===== config.mk =====
export PLATFORM = sky130hd
export DESIGN_NAME = mem_bus_arbiter_flat
export DESIGN_NICKNAME = d
export VERILOG_FILES = /design/src/rtl/mem_bus_arbiter_if.sv /design/src/rtl/mem_bus_arbiter.sv /design/src/flat_wrapper.sv
export SDC_FILE = /design/constraint.sdc
export NUM_CORES = 1
export LEC_CHECK = 0
export ABC_AREA = 1
export CAP_MARGIN = 25
export CELL_PAD_IN_SITES_DETAIL_PLACEMENT = 0
export CELL_PAD_IN_SITES_GLOBAL_PLACEMENT = 1
export CORE_UTILIZATION = 17
export DETAILED_ROUTE_END_ITERATION = 8
export GPL_TIMING_DRIVEN = 0
export HOLD_SLACK_MARGIN = 0.05
export PLACE_DENSITY_LB_ADDON = 0.1
export SYNTH_ARGS = -nofsm -noshare
export SYNTH_HDL_FRONTEND = slang
export SYNTH_SLANG_ARGS = --single-unit

===== constraint.sdc =====
create_clock -name clk -period 2.5 [get_ports clk]
set_clock_uncertainty 0.15 [all_clocks]
set_input_delay 0.375 -clock clk [delete_from_list [all_inputs] [get_ports clk]]
set_output_delay 0.375 -clock clk [all_outputs]
set_load 0.01 [all_outputs]

===== src/rtl/mem_bus_arbiter_if.sv =====
// Bundle of per-master command inputs, arbiter responses and the RAM command
// port for mem_bus_arbiter. The "slave" modport is the arbiter's view; the
// "master" modport is the surrounding system (core, loader and RAM).
//
// Handshake: m_req_i[k] acts as valid and m_gnt_o[k] as ready. A command is
// transferred in a cycle where both are high. A master that is not granted
// holds req and its command stable until the grant. m_rvalid_o[k] is asserted
// exactly one cycle after the transfer; it has no backpressure.
interface mem_bus_arbiter_if #(
    parameter int ADDR_WIDTH = 32,
    parameter int DATA_WIDTH = 32
);
    localparam int STRB_WIDTH = DATA_WIDTH / 8;

    logic [2:0]              m_req_i;
    logic [2:0]              m_we_i;
    logic [2:0]              m_lock_i;
    logic [3*ADDR_WIDTH-1:0] m_addr_i;
    logic [3*DATA_WIDTH-1:0] m_wdata_i;
    logic [3*STRB_WIDTH-1:0] m_wstrb_i;
    logic [2:0]              m_gnt_o;
    logic [2:0]              m_rvalid_o;
    logic [DATA_WIDTH-1:0]   m_rdata_o;
    logic                    ram_en_o;
    logic                    ram_we_o;
    logic [ADDR_WIDTH-1:0]   ram_addr_o;
    logic [DATA_WIDTH-1:0]   ram_wdata_o;
    logic [STRB_WIDTH-1:0]   ram_wstrb_o;
    logic [DATA_WIDTH-1:0]   ram_rdata_i;
    logic                    hold_flag_o;

    modport slave (
        input  m_req_i, m_we_i, m_lock_i, m_addr_i, m_wdata_i, m_wstrb_i, ram_rdata_i,
        output m_gnt_o, m_rvalid_o, m_rdata_o, ram_en_o, ram_we_o, ram_addr_o,
        output ram_wdata_o, ram_wstrb_o, hold_flag_o
    );

    modport master (
        output m_req_i, m_we_i, m_lock_i, m_addr_i, m_wdata_i, m_wstrb_i, ram_rdata_i,
        input  m_gnt_o, m_rvalid_o, m_rdata_o, ram_en_o, ram_we_o, ram_addr_o,
        input  ram_wdata_o, ram_wstrb_o, hold_flag_o
    );
endinterface


===== src/rtl/mem_bus_arbiter.sv =====
// Three-master arbiter for the single-port instruction/data RAM.
// m0 = load/store unit, m1 = instruction fetch, m2 = program loader.
// Grants are combinational, responses return one cycle later. Locked
// sequences keep ownership with one master until it drops m_lock_i.
// Optional macro MEM_BUS_ARBITER_RR_EN replaces fixed priority with
// starvation override by a round-robin pointer.
// dbg_state_o (1 = LOCKED) and dbg_owner_o expose the FSM for observation.
module mem_bus_arbiter #(
    parameter int ADDR_WIDTH   = 32,
    parameter int DATA_WIDTH   = 32,
    parameter int STARVE_LIMIT = 8
) (
    input  logic                clk,
    input  logic                rst,
    mem_bus_arbiter_if.slave    bus,
    output logic                dbg_state_o,
    output logic [1:0]          dbg_owner_o
);
    localparam int STRB_WIDTH = DATA_WIDTH / 8;

    typedef enum logic {
        IDLE   = 1'b0,
        LOCKED = 1'b1
    } state_t;

    state_t                state_q, state_d;
    logic [1:0]            owner_q, owner_d;
    logic [2:0]            rvalid_q, rvalid_d;
    logic                  rd_q, rd_d;

    logic [2:0]            gnt;
    logic                  gnt_any;
    logic [1:0]            gnt_idx;

`ifdef MEM_BUS_ARBITER_RR_EN
    logic [1:0]            rr_ptr_q, rr_ptr_d;
    logic [2:0]            rr_sum;
    logic [1:0]            rr_idx;
    logic                  rr_found;
`else
    localparam logic [7:0] STARVE_CAP = 8'(STARVE_LIMIT);
    logic [7:0]            cnt_q [3];
    logic [7:0]            cnt_d [3];
    logic [2:0]            starved;
`endif

    // Grant selection: lock owner first, then round-robin or starvation/fixed priority
    always_comb begin
        gnt = 3'b000;
`ifdef MEM_BUS_ARBITER_RR_EN
        rr_sum   = 3'd0;
        rr_idx   = 2'd0;
        rr_found = 1'b0;
`else
        starved  = 3'b000;
`endif
        if (!rst) begin
            if (state_q == LOCKED) begin
                if (bus.m_req_i[owner_q]) begin
                    gnt[owner_q] = 1'b1;
                end
            end else begin
`ifdef MEM_BUS_ARBITER_RR_EN
                for (int i = 0; i < 3; i++) begin
                    rr_sum = {1'b0, rr_ptr_q} + 3'(i);
                    if (rr_sum >= 3'd3) begin
                        rr_sum = rr_sum - 3'd3;
                    end
                    rr_idx = rr_sum[1:0];
                    if (!rr_found && bus.m_req_i[rr_idx]) begin
                        gnt[rr_idx] = 1'b1;
                        rr_found    = 1'b1;
                    end
                end
`else
                for (int k = 0; k < 3; k++) begin
                    starved[k] = bus.m_req_i[k] && (cnt_q[k] == STARVE_CAP);
                end
                // Isolate the lowest set bit: starved masters first, else plain requests
                if (|starved) begin
                    gnt = starved & (~starved + 3'd1);
                end else begin
                    gnt = bus.m_req_i & (~bus.m_req_i + 3'd1);
                end
`endif
            end
        end
    end

    // Encode the one-hot grant and mux the winner's command onto the RAM port
    always_comb begin
        gnt_any         = |gnt;
        gnt_idx         = gnt[1] ? 2'd1 : (gnt[2] ? 2'd2 : 2'd0);
        bus.ram_en_o    = gnt_any;
        bus.ram_we_o    = 1'b0;
        bus.ram_addr_o  = '0;
        bus.ram_wdata_o = '0;
        bus.ram_wstrb_o = '0;
        if (gnt_any) begin
            bus.ram_we_o    = bus.m_we_i[gnt_idx];
            bus.ram_addr_o  = bus.m_addr_i[gnt_idx*ADDR_WIDTH +: ADDR_WIDTH];
            bus.ram_wdata_o = bus.m_wdata_i[gnt_idx*DATA_WIDTH +: DATA_WIDTH];
            bus.ram_wstrb_o = bus.m_wstrb_i[gnt_idx*STRB_WIDTH +: STRB_WIDTH];
        end
    end

    // Lock FSM next state; a granted owner access without lock ends the sequence
    always_comb begin
        state_d = state_q;
        owner_d = owner_q;
        case (state_q)
            IDLE: begin
                if (gnt_any && bus.m_lock_i[gnt_idx]) begin
                    state_d = LOCKED;
                    owner_d = gnt_idx;
                end
            end
            LOCKED: begin
                if (gnt_any && !bus.m_lock_i[owner_q]) begin
                    state_d = IDLE;
                end
            end
            default: state_d = IDLE;
        endcase
    end

`ifdef MEM_BUS_ARBITER_RR_EN
    // Pointer moves past the last winner; frozen while a lock is held
    always_comb begin
        rr_ptr_d = rr_ptr_q;
        if (state_q == IDLE && gnt_any) begin
            rr_ptr_d = (gnt_idx == 2'd2) ? 2'd0 : gnt_idx + 2'd1;
        end
    end
`else
    // Starvation counters: count denied cycles, clear on grant or request drop;
    // non-owners are frozen while another master holds the lock
    always_comb begin
        for (int k = 0; k < 3; k++) begin
            cnt_d[k] = cnt_q[k];
            if (state_q == LOCKED && owner_q != 2'(k)) begin
                cnt_d[k] = cnt_q[k];
            end else if (!bus.m_req_i[k] || gnt[k]) begin
                cnt_d[k] = 8'd0;
            end else if (cnt_q[k] != STARVE_CAP) begin
                cnt_d[k] = cnt_q[k] + 8'd1;
            end
        end
    end
`endif

    // Response tracking: which master gets rvalid next cycle, and whether it was a read
    always_comb begin
        rvalid_d = gnt;
        rd_d     = gnt_any && !bus.ram_we_o;
    end

    // State registers with synchronous reset
    always_ff @(posedge clk) begin
        if (rst) begin
            state_q  <= IDLE;
            owner_q  <= 2'd0;
            rvalid_q <= 3'b000;
            rd_q     <= 1'b0;
`ifdef MEM_BUS_ARBITER_RR_EN
            rr_ptr_q <= 2'd0;
`else
            for (int k = 0; k < 3; k++) begin
                cnt_q[k] <= 8'd0;
            end
`endif
        end else begin
            state_q  <= state_d;
            owner_q  <= owner_d;
            rvalid_q <= rvalid_d;
            rd_q     <= rd_d;
`ifdef MEM_BUS_ARBITER_RR_EN
            rr_ptr_q <= rr_ptr_d;
`else
            for (int k = 0; k < 3; k++) begin
                cnt_q[k] <= cnt_d[k];
            end
`endif
        end
    end

    // Outputs: RAM read data passes through only for a read response; writes return 0
    always_comb begin
        bus.m_gnt_o     = gnt;
        bus.m_rvalid_o  = rvalid_q;
        bus.m_rdata_o   = rd_q ? bus.ram_rdata_i : '0;
        bus.hold_flag_o = bus.m_req_i[1] & ~gnt[1];
        dbg_state_o     = state_q;
        dbg_owner_o     = owner_q;
    end
endmodule

===== src/flat_wrapper.sv =====
// flat-port wrapper written by rule: the top's interface ports become plain ports
module mem_bus_arbiter_flat 
#(
    parameter int ADDR_WIDTH   = 32,
    parameter int DATA_WIDTH   = 32,
    parameter int STARVE_LIMIT = 8
)
  (clk, rst, dbg_state_o, dbg_owner_o, bus_m_req_i, bus_m_we_i, bus_m_lock_i, bus_m_addr_i, bus_m_wdata_i, bus_m_wstrb_i, bus_ram_rdata_i, bus_m_gnt_o, bus_m_rvalid_o, bus_m_rdata_o, bus_ram_en_o, bus_ram_we_o, bus_ram_addr_o, bus_ram_wdata_o, bus_ram_wstrb_o, bus_hold_flag_o);
  mem_bus_arbiter_if #(.ADDR_WIDTH(ADDR_WIDTH), .DATA_WIDTH(DATA_WIDTH)) bus_i ();
  input  logic clk;
  input  logic rst;
  output logic dbg_state_o;
  output logic [1:0] dbg_owner_o;
  input wire logic [$bits(bus_i.m_req_i)-1:0] bus_m_req_i;
  input wire logic [$bits(bus_i.m_we_i)-1:0] bus_m_we_i;
  input wire logic [$bits(bus_i.m_lock_i)-1:0] bus_m_lock_i;
  input wire logic [$bits(bus_i.m_addr_i)-1:0] bus_m_addr_i;
  input wire logic [$bits(bus_i.m_wdata_i)-1:0] bus_m_wdata_i;
  input wire logic [$bits(bus_i.m_wstrb_i)-1:0] bus_m_wstrb_i;
  input wire logic [$bits(bus_i.ram_rdata_i)-1:0] bus_ram_rdata_i;
  output wire logic [$bits(bus_i.m_gnt_o)-1:0] bus_m_gnt_o;
  output wire logic [$bits(bus_i.m_rvalid_o)-1:0] bus_m_rvalid_o;
  output wire logic [$bits(bus_i.m_rdata_o)-1:0] bus_m_rdata_o;
  output wire logic [$bits(bus_i.ram_en_o)-1:0] bus_ram_en_o;
  output wire logic [$bits(bus_i.ram_we_o)-1:0] bus_ram_we_o;
  output wire logic [$bits(bus_i.ram_addr_o)-1:0] bus_ram_addr_o;
  output wire logic [$bits(bus_i.ram_wdata_o)-1:0] bus_ram_wdata_o;
  output wire logic [$bits(bus_i.ram_wstrb_o)-1:0] bus_ram_wstrb_o;
  output wire logic [$bits(bus_i.hold_flag_o)-1:0] bus_hold_flag_o;
  assign bus_i.m_req_i = bus_m_req_i;
  assign bus_i.m_we_i = bus_m_we_i;
  assign bus_i.m_lock_i = bus_m_lock_i;
  assign bus_i.m_addr_i = bus_m_addr_i;
  assign bus_i.m_wdata_i = bus_m_wdata_i;
  assign bus_i.m_wstrb_i = bus_m_wstrb_i;
  assign bus_i.ram_rdata_i = bus_ram_rdata_i;
  assign bus_m_gnt_o = bus_i.m_gnt_o;
  assign bus_m_rvalid_o = bus_i.m_rvalid_o;
  assign bus_m_rdata_o = bus_i.m_rdata_o;
  assign bus_ram_en_o = bus_i.ram_en_o;
  assign bus_ram_we_o = bus_i.ram_we_o;
  assign bus_ram_addr_o = bus_i.ram_addr_o;
  assign bus_ram_wdata_o = bus_i.ram_wdata_o;
  assign bus_ram_wstrb_o = bus_i.ram_wstrb_o;
  assign bus_hold_flag_o = bus_i.hold_flag_o;
  mem_bus_arbiter #(.ADDR_WIDTH(ADDR_WIDTH), .DATA_WIDTH(DATA_WIDTH), .STARVE_LIMIT(STARVE_LIMIT)) u_core (.clk(clk), .rst(rst), .bus(bus_i), .dbg_state_o(dbg_state_o), .dbg_owner_o(dbg_owner_o));
endmodule

==> results of run 1 <==
per-stage QoR:
| step | power [W] | hold WS, ps | setup WS (ps) | utilization, % | setup TNS, ps |
|---|---|---|---|---|---|
| 3_5_place_dp | 0.002648 | 323.7 | -1147 | 37.40 | -79970 |
| 3_3_place_gp | 0.002666 | 316.7 | -1202 | 37.40 | -83030 |
| 6_report | 0.003824 | 324.1 | -387.6 | 44.84 | -21620 |
| 4_1_cts | 0.003602 | 328.8 | -388.9 | 41.95 | -19780 |
| 2_1_floorplan | 0.001393 | 297.2 | 182.3 | - | 0 |
| 5_1_grt | 0.004052 | 352.4 | -495.6 | 44.83 | -31110 |
repair_timing:
item | 4_1_cts | 5_1_grt
gates resized for setup | 455 | 136
setup buffers | 26 | 16
cloned | 5 | 7
endpoints found under the setup margin | 74 | 75
hold buffers | 0 | 0
pin swaps | 10 | 20
power breakdown:
part	internal (W)	switching (W)	total (W)
sequential	0.000522	0.0000309	0.000553
combinational	0.00143	0.00120	0.00263
clock	0.000423	0.000215	0.000639
cells in the final DEF (no fill, tap or decap), drive strengths merged:
cell type,count
a21oi,23
a31o,2
a31oi,68
and3,2
buf,147
clkbuf,25
clkdlybuf4s15,1
clkdlybuf4s50,281
clkinv,2
dfxtp,31
diode,2
dlygate4sd2,2
ha,6
inv,66
nand2,227
nand3,102
nand3b,1
nand4,3
nor2,28
nor3,6
nor3b,5
o21ai,13
or2,1
xnor2,1
xor2,5
kinds of logic after synthesis:
kind of cell	count (synthesis)	synth area share (%)
AOI/OAI and AO/OA	106	18.50
buffers and inverters	110	13.88
adders and majority gates	6	2.164
xor gates and xnor gates	6	1.515
DFF	31	17.89
and+or+nand+nor	375	46.05
metal layers:
layer | routed length, µm | vias to the layer above
met2 | 12070 | 181
met3 | 1461 | 21
met4 | 367 | 0
li1 | - | 2933
met1 | 8510 | 2557
met5 | 0 | -
sequential cells by signal (all words and copies together), names as in the netlist:
name,cells
u_core.cnt_q,24
u_core.bus.m_rvalid_o,3
u_core.dbg_owner_o,2
u_core.dbg_state_o,1
u_core.rd_q,1
final cells by class:
type | instances | area, µm² | share of cell area [%]
repair inverters | 2 | 20.02 | 0.2264
repair buffers | 406 | 3970 | 44.90
well taps | 265 | 331.6 | 3.750
plain buffers | 42 | 571.8 | 6.467
multi-input cells | 493 | 2858 | 32.32
inverters | 66 | 301.5 | 3.410
diodes | 2 | 5.005 | 0.05660
clock buffers | 8 | 156.4 | 1.769
flip-flops and latches | 31 | 628.1 | 7.103
path summary, 6_finish.rpt:
path	from	endpoint	slack, ps	cells past startpoint
worst max-delay path	u_core.cnt_q[0][16]	bus_ram_wdata_o[23]	-390	16
worst max register to register	u_core.cnt_q[0][16]	u_core.dbg_owner_o[0]	110	18
worst min-delay path	u_core.cnt_q[0][1]	u_core.cnt_q[0][1]	320	2
worst min register to register	u_core.cnt_q[0][1]	u_core.cnt_q[0][1]	320	2
worst max-delay path, cell delays in order, from the launching register on:
cell and delay (ps):
sky130_fd_sc_hd__dfxtp_2 330, sky130_fd_sc_hd__inv_2 80, sky130_fd_sc_hd__ha_4 150, sky130_fd_sc_hd__nand3_4 70, sky130_fd_sc_hd__nor2_4 130, sky130_fd_sc_hd__nand2_2 70, sky130_fd_sc_hd__nand2_2 70, sky130_fd_sc_hd__nand3_2 70
sky130_fd_sc_hd__nand2_2 80, sky130_fd_sc_hd__nand2_4 70, sky130_fd_sc_hd__buf_12 150, sky130_fd_sc_hd__nand3_4 140, sky130_fd_sc_hd__clkinv_8 120, sky130_fd_sc_hd__buf_8 150, sky130_fd_sc_hd__buf_6 110, sky130_fd_sc_hd__a31oi_4 160
sky130_fd_sc_hd__buf_6 130
==> results by stage, run 1 <==
Place:
- After legalization and detailed placement, the total HPWL measured 17.56 mm.
- After detailed placement, the total cell area comes to 7375 µm².
- The count of input and output buffers is 357.
- In this run, placement finished with an instance count of ~1300.
- The final weighted congestion in routability-driven placement is around 0.80.

Worst setup path:
- The largest fanout on the critical path is 6.
- The critical path startpoint category is a flip-flop.
- STA classifies the critical path endpoint as an output pin.
- Data on the critical path is required at its endpoint by around 2000 ps.
- STA puts the critical path data arrival time at 2360 ps.
- The critical setup path kind is reg2out.

Synth:
- Summing the sequential cell areas from Yosys gives about 18% of the chip area.
- The share of synthesized area in the top cell type comes to 24.34%.
- Synthesis inferred 31 register bits.
- The total of warnings raised by yosys is 0.
- In the synthesized netlist, the cells that appear most often are 225 x sky130_fd_sc_hd__nand2_1, 101 x sky130_fd_sc_hd__nand3_1, 68 x sky130_fd_sc_hd__a31oi_1.
- Yosys mapped the design onto 29 distinct sky130hd cell types.
- Counting flops with a built-in enable in the synthesized netlist gives 0.
- Synthesis produced a netlist whose cell count is about 630.
- The largest total area in the synthesized netlist belongs to sky130_fd_sc_hd__nand2_1.
- After synthesis, the mean cell area works out to 5.473 µm².
- The most frequent cell after synthesis is sky130_fd_sc_hd__nand2_1.
- The post-synthesis net count is 887.
- The primary flip-flop cell chosen by synthesis mapping is sky130_fd_sc_hd__dfxtp_1.
- The share of flip-flops with an asynchronous set or reset is 0%.
- The cell area after synthesis is approximately 3500 µm².
- By area the synthesized netlist is led by sky130_fd_sc_hd__nand2_1 24%, sky130_fd_sc_hd__dfxtp_1 18%, sky130_fd_sc_hd__nand3_1 15%.

Global route:
- The fraction of met2 tracks used by global routing is roughly 37%.
- Entering global routing, the biggest net connects 11 pins.
- The number of global-route vias before repair is 5427.
- The met3 routing resource usage after global routing is 5.100%.
- The layer flagged by global routing as most heavily used is met2.
- For this run, the total global-route usage over all layers was measured as 19.88%.
- The initial antenna violation count is 1.
- The first global-routing pass estimated 30.97 mm of wire.
- The overall overflow remaining after global route is 0.
- For this run, global-route usage on met1 was measured as 22.49%.

Power:
- For this design the static power due to leakage is 3.774 nW.
- IR analysis of the VDD net gives a maximum drop of 195.3 µV.
- The ratio of total power to cell area is 432.5 nW/µm².

Timing:
- The highest achievable clock rate is 0.3463 GHz.
- The number of failing hold endpoints at the final stage is 0.
- The worst pin sits at a relative slew slack of around three fifths.
- The number of pins exceeding their max-slew limit in the final report was 0.
- The post-route fraction of the period consumed by the critical path is 115.5%.
- The minimum period implied by the final worst setup slack is 2888 ps.
- Setup repair after global routing could not meet its margin everywhere.
- The number of endpoints failing setup at the final stage is 73.
- For the pin with the worst max-slew slack, the measured transition is 570.5 ps.
- After layout, the worst setup slack is -387.6 ps.

Drt:
- Using the TritonRoute via totals, the vias-per-cell ratio works out to 4.329.
- Dividing the detail-routed wire length by the instance count gives 17.04 µm.
- Detailed routing inserted a total of 5692 vias.
- The count of nets left with antenna violations once routing finished came out at 0.
- The number of DRC markers in iteration 0 is around 230.
- The number of remaining DRC errors is 0.
- For this run, the detailed router's first-pass iteration total came to 6.
- The sum of routed wire length over all layers is 22.41 mm.

Die:
- The floorplan step set the die height to 144.9 µm.
- The die extent in x is 144.9 µm.
- Pin placement for this block handled 359 I/O pins.
- The initial utilization of the core area, before any placement, comes to about 18%.
- The full die area is 20980 µm².
- The number of placement rows is 51.
- The area of the core is just under 20000 µm².

CTS:
- The cell chosen for the clock root is sky130_fd_sc_hd__clkbuf_16.
- The CTS H-tree depth is 2.
- TritonCTS created 5 clock buffers.
- Clock-pin slew was measured on the worst setup and hold paths at 50 ps.
- The clock network latency to the later pin of the worst-skew pair is roughly 280 ps.
- No sink is reached through more buffers than the 2 on the longest clock path.
- CTS saw 31 sinks.
- TritonCTS built the clock tree.

Run status:
- The checks that failed: setup timing.
- The run finished, with violations left.

Layout:
- The layout cell share with drive strength beyond 1 is 24.33%.
- The synthesis-to-layout area growth is 154.9%.
- For this run, the number of standard cells in the final layout without fillers is 1315.
- The area of all placed cells without fillers is 8842 µm².
- The number of fillers in the final layout is 2058.
- The count of nets after finishing is 1300.

Run:
- The tool flagged a number of max-cap violations equal to 0.

Worst hold path:
- The path class of the lowest-slack min-delay path is reg2reg.
(Power assumes the default switching activity.)
==> inputs of run 2 (changes only) <==
Settings changed: SKIP_CTS_REPAIR_TIMING set to 1.
==> run 2 against run 1 <==
The run still ends with setup timing left. Count of clock-buffer cells in the layout is the same. Register-to-register slack gained 60 ps. Maximum frequency grew 1.3%. Wire length shrank 1.8%. Clock power is essentially flat. Via count shrank 2.3%.
==> results by stage, run 2 (same netlist as run 1, synthesis figures left out) <==
CTS:
- Clock-pin slew was measured on the worst setup and hold paths at roughly 50 ps.
- The H-tree was split into 2 levels.
- The maximum root-to-sink buffer count is 2.
- The clock sink count is 31.
- In this run, CTS created clock tree buffers numbering 5.
- The tree is rooted in a sky130_fd_sc_hd__clkbuf_16.
- The clock tree from TritonCTS is done.
- The clock network latency to the later pin of the worst-skew pair is 280 ps.

Place:
- Prior to clock tree synthesis, the placed netlist has a worst setup slack of -1147 ps.
- Port buffering added roughly 360 buffers.
- The final weighted congestion in routability-driven placement is 0.7998.
- Summed over all nets, the half-perimeter wirelength after detailed placement is 17.56 mm.

Worst setup path:
- Along the worst path, the maximum fanout reaches 10.
- The cell with the biggest individual delay on the critical path is sky130_fd_sc_hd__dfxtp_2.
- For this run, the slowest stage of the critical path takes ~330 ps.
- The worst setup slack for register-to-register paths is 170 ps.
- Among the stages of the critical path, the cell type that occurs most often is sky130_fd_sc_hd__nand2_2.
- The most critical setup path has its startpoint at u_core.cnt_q[0][16].
- The worst setup path is captured at an output pin.
- The worst reg2reg path startpoint is u_core.cnt_q[0][16].
- The worst reg2reg path depth is 16.
- STA classifies the critical path startpoint as a flip-flop.
- The endpoint identified for the worst register-to-register timing path is u_core.dbg_state_o.
- The critical setup path kind is reg2out.
- The required time at the worst-slack endpoint is 1980 ps.
- The critical path ends at bus_ram_wdata_o[24].
- STA puts the critical path data arrival time at 2320 ps.
- The critical path goes through inv_2, ha_4, nand3_4, nor2_4, nand2_2, nand2_2, nand3_2, nand2_2, nand2_4, buf_12, nand3_4, clkinv_8, buf_12, a31oi_4, buf_2.

Layout:
- The number of flip-flops under the largest register name is 24.
- Ranked by flip-flop count, first place goes to u_core.cnt_q.
- The area occupied by multi-input gates is 2903 µm².
- The count of nets after finishing is 1266.
- Of the cells placed in the final design, the portion with a size suffix greater than 1 is around a fifth.
- Summing all flip-flop and latch instances after layout gives 626.9 µm².
- The synthesis-to-layout area growth is 141.8%.
- Leaving out fill and tap cells, the most frequent cell in the layout is sky130_fd_sc_hd__clkdlybuf4s50_1.
- In the layout the commonest cells are 281 x sky130_fd_sc_hd__clkdlybuf4s50_1, 217 x sky130_fd_sc_hd__nand2_1, 96 x sky130_fd_sc_hd__nand3_1.
- After filler insertion, the fill cell instance count of the layout stands at 2095.

Global route:
- Across every metal layer, demand over resource in global routing totals 19.09%.
- Entering global routing, the biggest net connects 11 pins.
- The overall overflow remaining after global route is 0.
- The wire length of the first global-routing pass is about 30 mm.
- The initial antenna violation count is 2.
- The number of global-route vias before repair is 5329.

Power:
- The leakage power of the design is 3.521 nW.
- The total power consumption of the routed design is 0.003652 W.
- The ratio of total power to cell area is ~440 nW/µm².
- The peak supply drop is 189.8 µV.

Run status:
- The run finished, with violations left.
- The checks that failed: setup timing.

Run:
- Max-cap violations in this run came to 0.

Timing:
- The actual transition at the worst max-transition pin is 508.3 ps.
- In the finished design, the share of the clock period the worst path needs comes to 114.0%.
- Setup repair after global routing could not meet its margin everywhere.
- The number of pins exceeding their max-slew limit in the final report was 0.
- On the final layout, the worst hold slack is around 330 ps.
- The highest achievable clock rate is 0.3510 GHz.
- The minimum setup slack in the final design is -349.2 ps.
- The tightest slew margin relative to the limit is between 60% and 70%.
- The number of failing hold endpoints at the final stage was 0.
- For the finished layout, the period the worst path requires is 2849 ps.
- Setup violations remaining at the end of the flow were counted as 72.

Die:
- The initialized floorplan defines just over 50 standard-cell rows.
- The die extent in x is 144.9 µm.
- The full die area is between 20000 and 25000 µm².
- The core region is 19720 µm².
- The effective utilization at floorplan is 17.60%.
- The die is 144.9 µm tall.
- The count of boundary I/O pins is 359.

Drt:
- Dividing the detail-routed via count by the number of cells gives about 4.3.
- The post-route antenna net violation count is 0.
- The first detailed-routing pass ran for 5 iterations.
- The total number of vias is roughly 5600.
- The final routed wire length divided by cell count is 17.16 µm.
- The sum of routed wire length over all layers is between 20 and 25 mm.
- In the routed design, unresolved DRC markers number 0.
- After the first detailed-routing iteration, the DRC count stood at 185.

Worst hold path:
- The path class of the lowest-slack min-delay path is reg2reg.
-- run 2: cell count changes in the layout (fill, tap and decap cells not counted), moves of 6 or more --
cell	previous run	this run
sky130_fd_sc_hd__nand3_1	81	96
sky130_fd_sc_hd__a31oi_4	15	28
sky130_fd_sc_hd__a31oi_1	50	39
sky130_fd_sc_hd__buf_4	26	15
sky130_fd_sc_hd__nand3_2	15	4
sky130_fd_sc_hd__buf_12	17	7
sky130_fd_sc_hd__buf_6	38	29
sky130_fd_sc_hd__clkbuf_4	1	7
-- run 2: worst max-delay path, delay by kind of cell, from the launching register on --
kind | cells | cell delay (ps)
flops | 1 | 330
fa+ha+maj | 1 | 150
compound gates | 1 | 150
simple gates | 8 | 720
buf+inv | 5 | 690
-- run 2: through the flow --
stage / cell area (µm²) / util (%) / TNS (ps) / instances
after floorplan: 3470 / - / 0 / 634
after global placement: 7375 / 37.40 / -83030 / 1256
after detailed placement: 7375 / 37.40 / -79970 / 1256
after CTS: 7531 / 38.19 / -77990 / 1264
after global routing: 8387 / 42.53 / -30980 / 1281
final: 8389 / 42.55 / -21800 / 1282
-- run 2: worst min path at each step --
stage                   startpoint                  end  slack, ps  depth (start not counted)
2_1_floorplan   u_core.cnt_q[0][7]   u_core.cnt_q[0][7]        300                          2
3_3_place_gp    u_core.cnt_q[0][7]   u_core.cnt_q[0][7]        320                          2
3_5_place_dp    u_core.cnt_q[0][7]   u_core.cnt_q[0][7]        320                          2
4_1_cts         u_core.cnt_q[0][7]   u_core.cnt_q[0][7]        330                          2
5_1_grt        u_core.cnt_q[0][15]  u_core.cnt_q[0][15]        360                          2
6_report        u_core.cnt_q[0][7]   u_core.cnt_q[0][7]        330                          2
-- run 2: report_power, final --
part,internal [W],switching (W),leakage [nW]
Combinational,0.00128,0.00118,3.19
Clock,0.000423,0.000213,0.0772
Sequential,0.000522,0.0000345,0.254
Total,0.00222,0.00143,3.52
-- run 2: area by class of cell --
| class | count | area share, % |
|---|---|---|
| Multi-Input combinational cell | 493 | 34.60 |
| Sequential cell | 31 | 7.472 |
| Clock buffer | 8 | 1.864 |
| Antenna cell | 3 | 0.08949 |
| Timing Repair Buffer | 371 | 42.55 |
| Tap cell | 265 | 3.952 |
| Inverter | 66 | 3.400 |
| Buffer | 44 | 5.936 |
| Timing Repair inverter | 1 | 0.1342 |
-- run 2: per-layer routing --
layer | vias to the layer above | global-route usage [%] | routed length [µm] | part of all wire (%)
li1 | 2871 | - | - | -
met1 | 2473 | 20.76 | 8204 | 37
met2 | 189 | 35.73 | 11740 | 53
met3 | 29 | 5.528 | 1552 | 7.1
met4 | 0 | 5.042 | 510 | 2.3
met5 | - | 0 | 0 | 0
==> inputs of run 3 (changes only) <==
Settings changed: CORE_MARGIN set to 8, PLACE_DENSITY_LB_ADDON 0.1 to 0.15, SKIP_LAST_GASP set to 1.
==> run 3 against run 2 <==
Cell area down 5.5%. Sequential power decreased by 0.9%. Sequential cell count did not move. Maximum frequency is 0.36% higher. Setup slack improved by 10 ps. Core utilization is 3.1 points lower. Global-route usage fell by 1.8 points. Critical path depth is the same. Combinational power shrank 11%. Worst hold slack lost 9.6 ps. The flow still finishes with violations (setup timing). Sequential share of layout area increased by 0.45 points. Non-clock buffer count down 3.
==> results by stage, run 3 (same netlist as run 1, synthesis figures left out) <==
Run status:
- The checks that failed: setup timing.
- The flow ran to the end, but the final reports show violations.

Drt:
- Dividing the detail-routed wire length by the instance count gives 18.39 µm.
- The number of remaining DRC errors is 0.
- For this block, the via count after detailed routing is approximately 5500.
- The detailed router finished its first iteration with approximately 270 violations.
- For this block, the routed nets add up to 23.55 mm of wire.
- The post-route antenna net violation count is 0.
- For this run, the detailed router's first-pass iteration total came to 4.
- Dividing the detail-routed via count by the number of cells gives 4.329.

Place:
- The worst slack at placement is -1186 ps.
- The final weighted congestion in routability-driven placement is between 0.8 and 0.9.
- The count of input and output buffers is 357.
- Summed over all nets, the half-perimeter wirelength after detailed placement is 19.41 mm.

Power:
- The share of total power dissipated in combinational logic is 65.5%.
- Per report_power, the sequential group accounts for roughly 16% of the total.
- The peak supply drop is 245.9 µV.
- The design draws 0.003359 W.
- In this run the power density over the cells is 423.8 nW/µm².
- The internal power is 0.002031 W.
- The switching component of the power is roughly 0.0013 W.
- The clock power share is 18.1%.
- In this run the static leakage power is about 3.4 nW.
- Net switching is 39.54% of the power.

Worst hold path:
- The worst hold path belongs to the class reg2reg.
- The startpoint identified for the worst hold timing path is u_core.cnt_q[0][9].

Worst setup path:
- The worst setup path is captured at an output pin.
- Along the worst path, the maximum fanout reaches 10.
- At the worst endpoint, the arrival time is 2310 ps.
- The worst reg2reg path startpoint is u_core.cnt_q[0][0].
- The required time at the worst-slack endpoint is approximately 2000 ps.
- The worst setup path is of the reg2out kind.
- The critical path startpoint category is a flip-flop.
- The launching element of the worst setup path is u_core.cnt_q[0][8].

Global route:
- Global routing consumed, on the met3 layer, 5.869% of the routing resources.
- The overall overflow remaining after global route is 0.
- The global routing stage identified its most utilized layer as met2.
- Across every metal layer, demand over resource in global routing totals 17.29%.
- Entering global routing, the biggest net connects 11 pins.
- The first global-routing pass estimated 34.27 mm of wire.
- The number of global-route vias before repair is ~5600.
- The initial antenna violation count is 3.
- For this run, global-route usage on met2 was measured as 33.72%.
- For met1 alone, demand over resource in global routing was 16.93%.

Timing:
- The tightest slew margin relative to the limit is 62.55%.
- Setup violations remaining at the end of the flow were counted as 71.
- Setup repair after global routing could not meet its margin everywhere.
- The number of pins exceeding their max-slew limit in the final report is 0.
- The minimum period implied by the final worst setup slack is 2839 ps.
- The number of failing hold endpoints at the final stage is 0.
- The highest achievable clock rate is around 0.35 GHz.
- Across all setup checks in the final design, the least slack found is -338.9 ps.
- The setup TNS after final layout is -20160 ps.
- The tightest hold path in the finished design has a slack of 322.1 ps.
- The actual transition at the worst max-transition pin is 561.7 ps.
- The post-route fraction of the period consumed by the critical path is 113.6%.

Layout:
- The net count of the finished layout is 1262.
- In the layout the commonest cells are 281 x sky130_fd_sc_hd__clkdlybuf4s50_1, 221 x sky130_fd_sc_hd__nand2_1, 96 x sky130_fd_sc_hd__nand3_1.
- The synthesis-to-layout area growth is 128.4%.
- Cells with a size suffix above 1 make up 18.33% of the layout.
- The register with the most flip-flops in the layout has 24 of them.
- The post-layout utilization of the core is 39.42%.
- The most common library cell in the layout ignoring fill and taps is sky130_fd_sc_hd__clkdlybuf4s50_1.
- The register with the most flip-flops in the final layout is u_core.cnt_q.

Die:
- The die extent in x is 158.9 µm.
- From bottom edge to top edge, the die measures 158.9 µm.
- The die covers approximately 25000 µm².
- The effective utilization at floorplan is 17.26%.
- The number of placement rows is 52.
- In this run the count of I/O pins placed on the die edge is 359.
- The area of the core is 20100 µm².

Run:
- The tool flagged a number of max-cap violations equal to 0.

CTS:
- The CTS H-tree depth is 2.
- The clock passes through at most 2 buffers.
- The clock drives 31 sinks.
- The number of clock buffers added by TritonCTS is 5.
- The cell chosen for the clock root is sky130_fd_sc_hd__clkbuf_16.
- After clock tree synthesis, the clock-pin slew on the worst setup and hold paths is 50 ps.
- TritonCTS built the clock tree.
- At the later pin of the worst-skew pair, clock insertion delay measures between 200 and 300 ps.
[run 3: cell count changes in the layout (fill, tap and decap cells not counted), moves of 3 or more]
cell and delta:
sky130_fd_sc_hd__nand2_1 +4, sky130_fd_sc_hd__a31oi_2 +11, sky130_fd_sc_hd__a31oi_1 +10, sky130_fd_sc_hd__clkbuf_16 -3, sky130_fd_sc_hd__buf_12 -4, sky130_fd_sc_hd__clkbuf_2 -3, sky130_fd_sc_hd__buf_4 +4, sky130_fd_sc_hd__nand2_2 -3
sky130_fd_sc_hd__buf_2 +7, sky130_fd_sc_hd__a31oi_4 -21, sky130_fd_sc_hd__buf_6 -5
[run 3: path summary, 6_finish.rpt]
kind                          to  slack, ps  cells after the start
max           bus_ram_addr_o[26]       -340                     15
min           u_core.cnt_q[0][9]        320                      2
max reg2reg  u_core.cnt_q[0][22]        250                     15
min reg2reg   u_core.cnt_q[0][9]        320                      2
[run 3: final cells by class]
cell class / instances / area [µm²]
Timing Repair Buffer: 368 / 3447
Multi-Input combinational cell: 493 / 2633
Clock buffer: 6 / 138.9
Tap cell: 270 / 337.8
Clock inverter: 1 / 5.005
Fill cell: 2195 / 12180
Buffer: 44 / 452.9
Sequential cell: 31 / 628.1
Inverter: 66 / 277.8
Antenna cell: 2 / 5.005
[run 3: metrics by stage]
| step | instances | area, µm² |
|---|---|---|
| 2_1_floorplan | 634 | 3470 |
| 3_3_place_gp | 1261 | 7381 |
| 3_5_place_dp | 1261 | 7381 |
| 4_1_cts | 1268 | 7525 |
| 5_1_grt | 1281 | 7925 |
| 6_report | 1281 | 7925 |
[run 3: power by group through the flow]
stage / combinational (W) / clock, W / sequential [W]
5_1_grt: 0.00238 / 0.000651 / 0.000555
6_report: 0.00220 / 0.000608 / 0.000551
2_1_floorplan: 0.000838 / 0 / 0.000555
3_3_place_gp: 0.00212 / 0 / 0.000557
4_1_cts: 0.00212 / 0.000634 / 0.000547
3_5_place_dp: 0.00211 / 0 / 0.000557
[run 3: layer usage]
layer  up-vias  routed length, µm
li1       2860                  -
met1      2479               8455
met2       184              12820
met3        21               1832
met4         2                433
met5         -                 13
[run 3: critical path, stage by stage, from the launching register on]
cell and delay (ps):
sky130_fd_sc_hd__dfxtp_2 340, sky130_fd_sc_hd__inv_2 70, sky130_fd_sc_hd__ha_4 130, sky130_fd_sc_hd__nand3_2 90, sky130_fd_sc_hd__nor2_4 110, sky130_fd_sc_hd__nand2_2 70, sky130_fd_sc_hd__nand2_1 70, sky130_fd_sc_hd__nand2_1 50
sky130_fd_sc_hd__nand2_2 80, sky130_fd_sc_hd__nand2_4 90, sky130_fd_sc_hd__buf_12 170, sky130_fd_sc_hd__nand3_4 130, sky130_fd_sc_hd__clkinv_8 120, sky130_fd_sc_hd__buf_6 160, sky130_fd_sc_hd__a31oi_2 180, sky130_fd_sc_hd__buf_2 170
